### src/rtl/counter_pkg.sv
// ----------------------------------------------------------------------------
// counter_pkg
//
// Shared encodings for the up/down modulo counter family. The counter
// datapath and anything that drives its control inputs import these so the
// meaning of the up_down and sat_mode bits is spelled out once.
//
// Contents:
//   CNT_DOWN / CNT_UP   values of the up_down input
//   MODE_WRAP / MODE_SAT values of the sat_mode input
// ----------------------------------------------------------------------------
package counter_pkg;

    // Direction select.
    localparam logic CNT_DOWN  = 1'b0;
    localparam logic CNT_UP    = 1'b1;

    // Bound behaviour select.
    localparam logic MODE_WRAP = 1'b0;
    localparam logic MODE_SAT  = 1'b1;

endpackage : counter_pkg

### src/rtl/counter_next_calc.sv
// ----------------------------------------------------------------------------
// counter_next_calc
//
// Purely combinational next-state calculation for an enabled counting cycle.
// Given the current count, the step and the terminal value it produces the
// count that the next edge must load and whether that edge is an overflow
// event. The priority between clear/load/enable lives in the top level; this
// block only answers "what happens if we count now".
//
// Ports:
//   count      in  WIDTH   current registered count
//   step       in  STEP_W  requested step magnitude
//   limit      in  WIDTH   terminal value, legal range is 0..limit
//   up_down    in  1       CNT_UP / CNT_DOWN
//   sat_mode   in  1       MODE_SAT / MODE_WRAP
//   next_count out WIDTH   count after this enabled cycle
//   next_ovf   out 1       this enabled cycle crosses (or recovers to) a bound
// ----------------------------------------------------------------------------
module counter_next_calc
    import counter_pkg::*;
#(
    parameter int WIDTH  = 8,
    parameter int STEP_W = 4
) (
    input  logic [WIDTH-1:0]  count,
    input  logic [STEP_W-1:0] step,
    input  logic [WIDTH-1:0]  limit,
    input  logic              up_down,
    input  logic              sat_mode,
    output logic [WIDTH-1:0]  next_count,
    output logic              next_ovf
);

    // One extra bit everywhere so limit = 2^WIDTH-1 (range of 2^WIDTH values)
    // and count + step never lose a carry.
    localparam int EW = WIDTH + 1;

    logic [EW-1:0] count_x;
    logic [EW-1:0] limit_x;
    logic [EW-1:0] range_x;   // number of legal values, limit + 1
    logic [EW-1:0] step_x;
    logic [EW-1:0] eff_step;
    logic [EW-1:0] sum_x;

    assign count_x = {1'b0, count};
    assign limit_x = {1'b0, limit};
    assign range_x = limit_x + EW'(1);
    assign step_x  = EW'(step);

    // Clamp the step to one full lap. With count <= limit this guarantees a
    // single subtraction/addition of range_x brings any wrap back in range,
    // and a step of exactly one lap returns to the same count.
    assign eff_step = (step_x > range_x) ? range_x : step_x;

    assign sum_x = count_x + eff_step;

    // NOTE: every output gets a default first so no path through the
    // branches below leaves a value unassigned and infers a latch.
    always_comb begin
        next_count = count;
        next_ovf   = 1'b0;

        if (count_x > limit_x) begin
            // Limit was lowered under a running count. Pull back to the
            // terminal value and flag it, whatever the direction, mode or
            // step; this keeps the wrap arithmetic below within its range.
            next_count = limit;
            next_ovf   = 1'b1;
        end else begin
            case (up_down)
                CNT_UP: begin
                    if (sum_x > limit_x) begin
                        next_ovf = 1'b1;
                        case (sat_mode)
                            MODE_SAT:  next_count = limit;
                            MODE_WRAP: next_count = WIDTH'(sum_x - range_x);
                        endcase
                    end else begin
                        next_count = WIDTH'(sum_x);
                    end
                end
                CNT_DOWN: begin
                    if (eff_step > count_x) begin
                        next_ovf = 1'b1;
                        case (sat_mode)
                            MODE_SAT:  next_count = '0;
                            // count + range - step: no borrow out because
                            // step <= range, result <= limit because
                            // step > count.
                            MODE_WRAP: next_count = WIDTH'(count_x + range_x - eff_step);
                        endcase
                    end else begin
                        next_count = WIDTH'(count_x - eff_step);
                    end
                end
            endcase
        end
    end

endmodule : counter_next_calc

### src/rtl/updown_mod_counter.sv
// ----------------------------------------------------------------------------
// updown_mod_counter
//
// Bounded bidirectional counter with a run-time terminal value, selectable
// wrap or saturate behaviour, terminal flags and a registered overflow pulse.
// The top level holds the control priority (clear > load > enable > hold)
// and the two state registers; the counting arithmetic is in
// counter_next_calc.
//
// Parameters:
//   WIDTH   counter width in bits (>= 2)
//   STEP_W  width of the step input (1..WIDTH)
//
// Ports:
//   clk       in  1       system clock, rising edge
//   reset     in  1       asynchronous active-low reset
//   clear     in  1       synchronous clear to 0
//   enable    in  1       count enable
//   up_down   in  1       1 = up, 0 = down
//   load      in  1       synchronous load of data_in (clamped to limit)
//   data_in   in  WIDTH   load value
//   step      in  STEP_W  step magnitude
//   limit     in  WIDTH   terminal value
//   sat_mode  in  1       1 = saturate, 0 = wrap modulo limit+1
//   count     out WIDTH   current count (registered)
//   at_max    out 1       count == limit (combinational)
//   at_min    out 1       count == 0 (combinational)
//   ovf       out 1       registered one-cycle overflow pulse
// ----------------------------------------------------------------------------
module updown_mod_counter
    import counter_pkg::*;
#(
    parameter int WIDTH  = 8,
    parameter int STEP_W = 4
) (
    input  logic              clk,
    input  logic              reset,
    input  logic              clear,
    input  logic              enable,
    input  logic              up_down,
    input  logic              load,
    input  logic [WIDTH-1:0]  data_in,
    input  logic [STEP_W-1:0] step,
    input  logic [WIDTH-1:0]  limit,
    input  logic              sat_mode,
    output logic [WIDTH-1:0]  count,
    output logic              at_max,
    output logic              at_min,
    output logic              ovf
);

    logic [WIDTH-1:0] calc_count;
    logic             calc_ovf;
    logic [WIDTH-1:0] load_value;
    logic [WIDTH-1:0] count_d;
    logic             ovf_d;

    counter_next_calc #(
        .WIDTH  (WIDTH),
        .STEP_W (STEP_W)
    ) u_next_calc (
        .count      (count),
        .step       (step),
        .limit      (limit),
        .up_down    (up_down),
        .sat_mode   (sat_mode),
        .next_count (calc_count),
        .next_ovf   (calc_ovf)
    );

    // A load above the terminal value is clamped silently; it is a
    // configuration event, not a counting overflow.
    assign load_value = (data_in > limit) ? limit : data_in;

    // Control priority. ovf defaults low so it is a single-cycle pulse unless
    // an enabled count reports another overflow on the very next edge.
    always_comb begin
        count_d = count;
        ovf_d   = 1'b0;
        if (clear) begin
            count_d = '0;
        end else if (load) begin
            count_d = load_value;
        end else if (enable) begin
            count_d = calc_count;
            ovf_d   = calc_ovf;
        end
    end

    // NOTE: state registers use non-blocking assignments so every flop
    // samples the pre-edge values, independent of statement order.
    always_ff @(posedge clk or negedge reset) begin
        if (!reset) begin
            count <= '0;
            ovf   <= 1'b0;
        end else begin
            count <= count_d;
            ovf   <= ovf_d;
        end
    end

    // Flags follow the live limit, so lowering limit updates at_max at once.
    assign at_max = (count == limit);
    assign at_min = (count == '0);

endmodule : updown_mod_counter

### config.mk
export PLATFORM = sky130hd
export DESIGN_NAME = updown_mod_counter
export DESIGN_NICKNAME = d
export VERILOG_FILES = /design/src/rtl/counter_pkg.sv /design/src/rtl/counter_next_calc.sv /design/src/rtl/updown_mod_counter.sv
export SDC_FILE = /design/constraint.sdc
export NUM_CORES = 1
export LEC_CHECK = 0
export BUFFER_PORTS_ARGS = -buffer_cell sky130_fd_sc_hd__buf_2
export CORE_AREA = 2 2 86 88
export CTS_CLUSTER_DIAMETER = 50
export DETAILED_ROUTE_END_ITERATION = 6
export DIE_AREA = 0 0 88 90
export PLACE_DENSITY_LB_ADDON = 0.1
export RECOVER_POWER = 25
export SLEW_MARGIN = 30
export SYNTH_ARGS = -nofsm -noshare
export SYNTH_HDL_FRONTEND = slang
export SYNTH_SLANG_ARGS = --single-unit
### constraint.sdc
create_clock -name clk -period 4 [get_ports clk]
set_clock_uncertainty 0.05 [all_clocks]
set_input_delay 0.2 -clock clk [delete_from_list [all_inputs] [get_ports clk]]
set_output_delay 0.2 -clock clk [all_outputs]
set_load 0.1 [all_outputs]
==> reports/qor.log <==
INFO  global_routing overflow=0
INFO  run_status     violations_in_the_final_reports=negative setup slack
INFO  die            placeableCoreArea=0.00702mm^2
INFO  logic_synthesis syn_inst=430
INFO  cells_and_area layout.cells.most_common_list=sky130_fd_sc_hd__buf_4 (78), sky130_fd_sc_hd__ha_1 (64), sky130_fd_sc_hd__inv_1 (39)
INFO  setup_path     critical_path.most_common_cell=sky130_fd_sc_hd__a21oi_2
INFO  placement      place.detailed.hpwl=9700um
INFO  global_routing grt_antenna_before_repair=0
INFO  setup_path     timing.critical_path.max_delay_family=adder cells
INFO  clock_network  clk-insertion-delay-late=0.24ns
INFO  detailed_routing drt-initial-drc-count=247
INFO  setup_path     cp_num_buf_inv=4
INFO  placement      dp_cells=641
INFO  die            die_area=0.00792mm^2
INFO  die            number_of_top_level_pins=38
INFO  detailed_routing drt-vias-per-instance=5.63
INFO  detailed_routing route.antenna.remaining_nets=0
INFO  die            initial_core_util=0.484
INFO  global_routing maximum_number_of_pins_on_one_net_before_global_route_repair=18
INFO  placement      place.port_buffers=37
INFO  cells_and_area synthToLayoutAreaGrowth=35.2%
INFO  sta            final.setup.tns=-7.57ns
INFO  setup_path     path_class=in2reg
INFO  run_status     run_status=finished, violations left
INFO  global_routing track_usage=0.309
INFO  sta            finalHoldViolCount=0
INFO  logic_synthesis syn_area=0.00340mm^2
INFO  die            die_h=90um
INFO  hold_path      timing.hold.worst.class=in2reg
INFO  cells_and_area final_nets=663
INFO  logic_synthesis post-synth-top-area-fraction=0.250
INFO  clock_network  cts.sinks=9
INFO  sta            max_slew.worst_pin.slew=0.844ns
INFO  sta            finalWorstPathRequiredPeriod=4.91ns
INFO  cells_and_area layout_commonest_cell=sky130_fd_sc_hd__buf_4
INFO  setup_path     type_of_element_capturing_the_critical_path=flop
INFO  logic_synthesis dominantRegCellSynth=sky130_fd_sc_hd__dfrtp_1
INFO  setup_path     critical_path.max_stage_delay=0.36ns
INFO  logic_synthesis synth-edff-count=0
INFO  logic_synthesis yosys.cell_types.count=65
INFO  logic_synthesis synth_seq_area_share=0.0662
INFO  setup_path     setup.worst_path.start_class=input port
INFO  logic_synthesis ys_top_cells_by_area=sky130_fd_sc_hd__ha_1 (25%), sky130_fd_sc_hd__dfrtp_1 (6.6%), sky130_fd_sc_hd__fa_1 (5.9%)
INFO  die            core.rowCount=31
INFO  setup_path     crit_path_top_delay_cell=sky130_fd_sc_hd__nor4b_4
INFO  clock_network  clkTransAtPathRegs=0.05ns
INFO  setup_path     timing.critical_path.fanout_max=6
INFO  clock_network  cts-root-buf=sky130_fd_sc_hd__clkbuf_8
INFO  cells_and_area antenna_cells_inserted=0
INFO  clock_network  cts-root-to-sink-buffers=2
INFO  sta            finalMaxSlewViolations=0
INFO  detailed_routing detail_route.first_pass.iterations=6
INFO  placement      place_congestion=0.933
INFO  detailed_routing post_drt_wl_per_cell=18.3um
INFO  detailed_routing via_count=3696
INFO  run            cap_viol_max_count=0
INFO  sta            worst_slew_margin_rel=0.433
INFO  logic_synthesis async_reset_ff_frac=1.00
INFO  sta            number_of_failing_setup_endpoints_in_the_final_timing_report=9
INFO  clock_network  htreeDepth=1
INFO  clock_network  tritoncts=built
INFO  sta            clock.fmax=0.204GHz
INFO  global_routing grt_first_pass_wirelength=18700um
INFO  logic_synthesis synth.ff_latch_count=9
INFO  sta            rsz0062_at_grt=true
INFO  pwr            pwr_density_cell=516mW/mm^2
INFO  die            die_w=88um
INFO  pwr            power.static_leakage=2.26nW
INFO  sta            final.period_utilization=1.23
INFO  clock_network  cts_inserted_buffers=3
INFO  pwr            power.ir.vdd_worst=0.348mV
INFO  logic_synthesis avgSynthCellArea=7.91um^2
INFO  setup_path     data_required_time_of_the_critical_path=4.07ns
INFO  sta            finalWorstSetupSlack=-0.909ns
INFO  setup_path     crit_arrival=4.98ns
INFO  cells_and_area fraction_of_layout_cells_with_a_size_suffix_above_1=0.300
INFO  global_routing grt_pass1_vias=3645
INFO  cells_and_area stdcell_count=656
INFO  logic_synthesis netlist.top_cell.by_area=sky130_fd_sc_hd__ha_1
INFO  logic_synthesis ys.warnings.count=0
INFO  detailed_routing post_detailed_route_drc_marker_count=0
INFO  detailed_routing wl=12000um
==> cells in the mapped netlist (3+ instances only) <==
| cell | instances |
|---|---|
| sky130_fd_sc_hd__ha_1 | 68 |
| sky130_fd_sc_hd__inv_1 | 41 |
| sky130_fd_sc_hd__nor2_1 | 33 |
| sky130_fd_sc_hd__a21oi_1 | 25 |
| sky130_fd_sc_hd__nand2_1 | 23 |
| sky130_fd_sc_hd__xnor2_1 | 22 |
| sky130_fd_sc_hd__nor3_1 | 19 |
| sky130_fd_sc_hd__o21ai_0 | 13 |
| sky130_fd_sc_hd__fa_1 | 10 |
| sky130_fd_sc_hd__nand3_1 | 10 |
| sky130_fd_sc_hd__dfrtp_1 | 9 |
| sky130_fd_sc_hd__nor2b_1 | 9 |
| sky130_fd_sc_hd__a21o_1 | 8 |
| sky130_fd_sc_hd__a31oi_1 | 8 |
| sky130_fd_sc_hd__nand4_1 | 8 |
| sky130_fd_sc_hd__o211ai_1 | 8 |
| sky130_fd_sc_hd__and2_1 | 6 |
| sky130_fd_sc_hd__nand2b_1 | 6 |
| sky130_fd_sc_hd__a211oi_1 | 5 |
| sky130_fd_sc_hd__buf_2 | 5 |
| sky130_fd_sc_hd__clkbuf_1 | 5 |
| sky130_fd_sc_hd__mux2i_1 | 5 |
| sky130_fd_sc_hd__o21a_1 | 5 |
| sky130_fd_sc_hd__o31ai_1 | 5 |
| sky130_fd_sc_hd__xor2_1 | 5 |
| sky130_fd_sc_hd__o2111ai_1 | 4 |
| sky130_fd_sc_hd__o21ai_1 | 4 |
| sky130_fd_sc_hd__o22ai_1 | 4 |
| sky130_fd_sc_hd__and3_1 | 3 |
| sky130_fd_sc_hd__maj3_1 | 3 |
| sky130_fd_sc_hd__o221ai_1 | 3 |
==> cell families after synthesis <==
logic type | share of synthesized area
buffers and inverters | 0.0681
AO/OA/AOI/OAI | 0.238
other | 0.00221
flip-flops | 0.0662
multiplexers | 0.0213
XOR/XNOR | 0.0872
adder cells (fa/ha/maj) | 0.318
AND/OR/NAND/NOR | 0.199
==> metrics by stage <==
| stage | power [mW] | hold WS (ns) | utilization | instance area [um^2] | worst slack (ns) |
|---|---|---|---|---|---|
| 2_1_floorplan | 1.46 | -0.146 | - | 3550 | -1.06 |
| 3_3_place_gp | 2.02 | 0.0266 | 0.618 | 4340 | -1.20 |
| 3_5_place_dp | 2.05 | 0.0301 | 0.618 | 4340 | -1.31 |
| 4_1_cts | 2.27 | 0.178 | 0.643 | 4520 | -0.866 |
| 5_1_grt | 2.56 | 0.192 | 0.655 | 4600 | -1.07 |
| 6_report | 2.37 | 0.187 | 0.655 | 4600 | -0.909 |
==> repair_timing <==
action	CTS	global route
hold endpoints to repair	9	0
hold buffers	1	0
gates resized for setup	14	12
setup buffers	6	3
endpoints found under the setup margin	9	9
pin swaps	25	10
cloned	1	0
==> layer usage <==
layer  GRT usage  part of all wire  vias up
met4       0.112             0.040        0
met3      0.0533             0.066       32
met2       0.501              0.47      140
met5           0                 0        -
met1       0.406              0.43     1730
li1            -                 -     1794
==> flip-flops by register name, indices dropped and copies added, names as in the netlist <==
register,cells
count,8
ovf,1
==> worst paths after layout <==
check / start / depth (start not counted) / end / slack (ns)
max: limit[1] / 26 / count[4] / -0.91
min: clear / 2 / ovf / 0.19
max reg2reg: count[0] / 16 / count[4] / 0.34
min reg2reg: count[7] / 2 / count[7] / 0.63
max in group asynchronous: reset / 2 / count[0] / 3.04
min in group asynchronous: reset / 2 / count[5] / 0.44
==> report_power, final <==
group / switching (mW) / total (mW) / internal, mW
logic: 1.18 / 2.12 / 0.945
registers: 0.0283 / 0.137 / 0.109
clock network: 0.0416 / 0.112 / 0.0699
total: 1.25 / 2.37 / 1.12
==> final cells by class <==
type | count | area [um^2]
sequential | 9 | 225
tap | 99 | 124
inverter | 43 | 164
multi-input combinational | 381 | 3190
clock buffer | 4 | 45.0
timing repair buffer | 120 | 846
fill | 643 | 2420
Power figures use the tool's default switching activity.
